**config.mk**
```make
export PLATFORM = sky130hd
export DESIGN_NAME = fifo_level_tracker
export DESIGN_NICKNAME = d
export VERILOG_FILES = /design/src/rtl/fifo_level_tracker.sv
export SDC_FILE = /design/constraint.sdc
export NUM_CORES = 1
export LEC_CHECK = 0
export ABC_AREA = 0
export CORE_UTILIZATION = 46
export CTS_CLUSTER_SIZE = 40
export DETAILED_ROUTE_END_ITERATION = 8
export PLACE_DENSITY = 0.83
export SLEW_MARGIN = 20
export SYNTH_ARGS = -nofsm -noshare
export SYNTH_HDL_FRONTEND = slang
export SYNTH_SLANG_ARGS = --single-unit
```
**constraint.sdc**
```tcl
create_clock -name CLK -period 3.4 [get_ports CLK]
set_clock_uncertainty 0.2 [all_clocks]
set_input_delay 0.34 -clock CLK [delete_from_list [all_inputs] [get_ports CLK]]
set_output_delay 0.34 -clock CLK [all_outputs]
set_load 0.01 [all_outputs]
```
**src/rtl/fifo_level_tracker.sv**
```systemverilog
// Occupancy tracker for inter-core FIFOs: saturating level, registered
// threshold flags, sticky overflow/underflow errors and a high-water mark.
module fifo_level_tracker #(
   parameter int unsigned DEPTH     = 4,
   parameter int unsigned CNT_W     = $clog2(DEPTH + 1),
   parameter int unsigned AF_THRESH = DEPTH - 1,
   parameter int unsigned AE_THRESH = 1
) (
   input  logic             CLK,
   input  logic             FIFOLEVEL_RST,
   input  logic             FIFOLEVEL_CntUpInhibit,
   input  logic             FIFOLEVEL_CntDownInhibit,
   input  logic             FIFOLEVEL_CntUpSignal,
   input  logic             FIFOLEVEL_CntDownSignal,
   input  logic             FIFOLEVEL_ErrClear,
   output logic [CNT_W-1:0] FIFOLEVEL_Level,
   output logic             FIFOLEVEL_Full,
   output logic             FIFOLEVEL_Empty,
   output logic             FIFOLEVEL_AlmostFull,
   output logic             FIFOLEVEL_AlmostEmpty,
   output logic             FIFOLEVEL_Overflow,
   output logic             FIFOLEVEL_Underflow,
   output logic [CNT_W-1:0] FIFOLEVEL_HighWater
);

   localparam logic [CNT_W-1:0] LVL_MAX = CNT_W'(DEPTH);
   localparam logic [CNT_W-1:0] LVL_AF  = CNT_W'(AF_THRESH);
   localparam logic [CNT_W-1:0] LVL_AE  = CNT_W'(AE_THRESH);

   logic [CNT_W-1:0] r_level;
   logic [CNT_W-1:0] r_high_water;
   logic             r_full;
   logic             r_empty;
   logic             r_almost_full;
   logic             r_almost_empty;
   logic             r_overflow;
   logic             r_underflow;

   logic             w_up;
   logic             w_dn;
   logic             w_ovf_evt;
   logic             w_unf_evt;
   logic [CNT_W-1:0] w_level_nxt;
   logic [CNT_W-1:0] w_hw_nxt;

   assign w_up = FIFOLEVEL_CntUpSignal   & ~FIFOLEVEL_CntUpInhibit;
   assign w_dn = FIFOLEVEL_CntDownSignal & ~FIFOLEVEL_CntDownInhibit;

   // Next level; simultaneous up+down is a pass-through at any level.
   always_comb begin
      w_level_nxt = r_level;
      w_ovf_evt   = 1'b0;
      w_unf_evt   = 1'b0;
      if (w_up && !w_dn) begin
         if (r_level == LVL_MAX) begin
            w_ovf_evt = 1'b1;
         end else begin
            w_level_nxt = r_level + CNT_W'(1);
         end
      end else if (w_dn && !w_up) begin
         if (r_level == '0) begin
            w_unf_evt = 1'b1;
         end else begin
            w_level_nxt = r_level - CNT_W'(1);
         end
      end
   end

   // Clear reloads the mark from the next level rather than zero.
   always_comb begin
      w_hw_nxt = r_high_water;
      if (FIFOLEVEL_ErrClear || (w_level_nxt > r_high_water)) begin
         w_hw_nxt = w_level_nxt;
      end
   end

   always_ff @(posedge CLK) begin
      if (FIFOLEVEL_RST) begin
         r_level        <= '0;
         r_high_water   <= '0;
         r_full         <= 1'b0;
         r_empty        <= 1'b1;
         r_almost_full  <= 1'b0;
         r_almost_empty <= 1'b1;
         r_overflow     <= 1'b0;
         r_underflow    <= 1'b0;
      end else begin
         r_level        <= w_level_nxt;
         r_high_water   <= w_hw_nxt;
         r_full         <= (w_level_nxt == LVL_MAX);
         r_empty        <= (w_level_nxt == '0);
         r_almost_full  <= (w_level_nxt >= LVL_AF);
         r_almost_empty <= (w_level_nxt <= LVL_AE);
         r_overflow     <= w_ovf_evt | (r_overflow  & ~FIFOLEVEL_ErrClear);
         r_underflow    <= w_unf_evt | (r_underflow & ~FIFOLEVEL_ErrClear);
      end
   end

   assign FIFOLEVEL_Level       = r_level;
   assign FIFOLEVEL_HighWater   = r_high_water;
   assign FIFOLEVEL_Full        = r_full;
   assign FIFOLEVEL_Empty       = r_empty;
   assign FIFOLEVEL_AlmostFull  = r_almost_full;
   assign FIFOLEVEL_AlmostEmpty = r_almost_empty;
   assign FIFOLEVEL_Overflow    = r_overflow;
   assign FIFOLEVEL_Underflow   = r_underflow;

endmodule

```
==> metrics.txt <==
WP data required=3.38 ns; Post-synth ARST share=0; DRC viols=0; maxcap violations=0; CTS clk-pin slew, worst paths=0.08 ns; Routed Antenna Nets=0; slowest stage delay, CP=0.43 ns; Post-synth top flop=dfxtp_1; CP max FO=7; layout cells sized above 1=0.1471; r2r setup slk=0.26 ns; RSZ-0062 raised after global routing=no; Slew Viols, Final=0; post-route clock period utilization=0.9236; Hold Vio Cnt, Final=0; EDFF count, synth=0; worst reg2reg path depth=13; M1 GR Usage=0.2086; die width=41.17 um; post-placement setup slack=0.1525 ns; GR Layer Usage met3=0.01630; cells along the critical path=inv_1, ha_1, nand2b_1, o21ai_1, a2111oi_2, nor2_1, inv_1, ha_1, nor2b_1, o21ai_0, a32oi_1, or2_2, a211oi_1; I/O Buffers=18; routed length per placed instance=12.62 um; syn avg cell area=8.821 sq um; most frequent cell after synthesis=dfxtp_1; layer with the highest usage=met2; reg2reg start=FIFOLEVEL_Level[0]; WP data arrival=3.13 ns; Max Fclk=318.4 MHz; post-synthesis register bit count=12; Synth area leaders=dfxtp_1 (34%), ha_1 (11%), inv_1 (5.9%); Tightest Pin Transition=0.3970 ns; Worst VDD drop=281.9 uV; vias=659; Setup crit start=FIFOLEVEL_Level[0]; WP buf/inv=2; Worst Hold Launch=FIFOLEVEL_Underflow; die height=41.17 um; routing usage on met2=0.4141; Period minus WS final=3.140 ns; register area share after synthesis=0.3404; Final Instance Area=944.7 sq um; antenna cell count=0; Slowest-stage cell, CP=dfxtp_1; largest net degree at the start of global routing=12; Area Growth Syn to Fin=33.87%; Setup WS post-layout=0.2596 ns; Sink Count=12; Hold Path Sink=FIFOLEVEL_Underflow; Bufs on Longest Clock Path=2; critical path class=reg2reg; postcts setup bufs=0; Root Driver=clkbuf_4; FF-to-FF End=FIFOLEVEL_HighWater[0]; Worst Hold Depth=2; status=finished, final reports clean; PD cells=443.0 mW/mm^2; Mapped Nets=93; Fill cells=125; setup TNS=0 ns; Inserted Clock Buffers=3; DIE AREA=0.001695 sq mm; Yosys warning total=0; Post-DP Area=908.4 sq um; Routability Congestion=0.7449; hpwl dp=1114 um; leakage=0.3694 nW; Worst Setup Start Kind=register; I/O pin count=19; Synth Instances=80; post-synth top area cell=dfxtp_1; CP top delay family=compound AO/OA/AOI/OAI gates; Worst slew margin=0.7345; CTS tree=yes; Worst Hold Class=reg2reg; Post-Syn Area=705.7 sq um; endpoints failing setup=0; Initial Util=0.5165; fin nets=116; share of the synthesized area in the top cell type=0.3404; worst skew pair latency=0.28 ns; initial antenna violation count=0; initial drt markers=6; global-route wire length before repair=2290 um; number of global-route vias before repair=599; Synth top cells by count=dfxtp_1 (12), inv_1 (11), nor2_1 (7), ha_1 (6); Cell variety after synth=31; 1st-pass router iterations=4; total gr overflow=0; final WL=1477 um; Cell Rows=13; cts-stage hold buffer count=0; Core Footprint=0.001366 sq mm; Critical Path End Type=register; post-CTS resize count=0; GRT Overall Usage=0.2067; H-tree levels=1; Vias per Instance=5.632
==> area by class of cell <==
| type | instances | area [sq um] | area share |
|---|---|---|---|
| multi-input combinational | 56 | 420.4 | 0.4450 |
| sequential | 12 | 240.2 | 0.2543 |
| timing repair buffer | 19 | 187.7 | 0.1987 |
| inverter | 11 | 41.29 | 0.04371 |
| clock buffer | 4 | 36.28 | 0.03841 |
| tap | 15 | 18.77 | 0.01987 |
==> per-layer routing <==
| metal | up-vias | share of wire |
|---|---|---|
| li1 | 329 | - |
| met3 | 5 | 0.044 |
| met1 | 305 | 0.46 |
| met2 | 20 | 0.48 |
| met4 | 0 | 0.016 |
| met5 | - | 0 |
==> worst min-delay path, cell delays in order, from the launching register on <==
cell     delay, ns
dfxtp_1       0.33
a32oi_1       0.05
nor2_1        0.07
==> flip-flops by register name (all words and copies together), names as in the netlist <==
name and count:
FIFOLEVEL_AlmostEmpty 1, FIFOLEVEL_AlmostFull 1, FIFOLEVEL_Empty 1, FIFOLEVEL_Full 1
FIFOLEVEL_HighWater 3, FIFOLEVEL_Level 3, FIFOLEVEL_Overflow 1, FIFOLEVEL_Underflow 1
==> cell usage in the layout, fill, tap and decap left out, types with 2 or more instances in the layout <==
cell type         n
a2111oi_2         2
nand2b_1          3
o21ai_1           2
a32oi_1           2
a21oi_1           4
o22ai_1           2
nor3_1            4
o21ai_0           2
nor2_1            7
ha_1              6
clkbuf_4          3
clkdlybuf4s50_1  18
inv_1            11
dfxtp_1          12
a211oi_1          2
or3_4             2
a21o_1            2
nor2b_1           2
==> through the flow <==
stage	util	cells	hold slack, ns	power, mW
2_1_floorplan	-	80	0.3025	0.2537
3_3_place_gp	0.6648	113	0.2684	0.3010
3_5_place_dp	0.6648	113	0.2830	0.3065
4_1_cts	0.6914	117	0.3019	0.4193
5_1_grt	0.6914	117	0.3231	0.4407
6_report	0.6914	117	0.2897	0.4185
==> worst max-delay path by stage <==
stage                     slack [ns]  cells past startpoint                      to
after floorplan                 0.51                     13  FIFOLEVEL_HighWater[0]
after global placement          0.18                     12  FIFOLEVEL_HighWater[0]
after detailed placement        0.15                     12  FIFOLEVEL_HighWater[0]
after CTS                       0.27                     13  FIFOLEVEL_HighWater[0]
after global routing            0.05                     13  FIFOLEVEL_HighWater[0]
final                           0.26                     13  FIFOLEVEL_HighWater[0]
==> cells by family (layout without fill, tap and decap cells) <==
family	count (synthesis)	in the layout	share of synthesized area
AOI/OAI and AO/OA	22	22	0.2323
adders and majority gates	6	6	0.1064
buffers and inverters	12	34	0.06383
DFF	12	12	0.3404
and+or+nand+nor	28	28	0.2571
==> where the power goes <==
group          total, mW  internal (mW)  switching (mW)
sequential         0.164          0.154         0.00986
clock              0.114         0.0651          0.0484
combinational      0.141         0.0716          0.0694
Note: power is estimated with default switching activity, not from simulation.
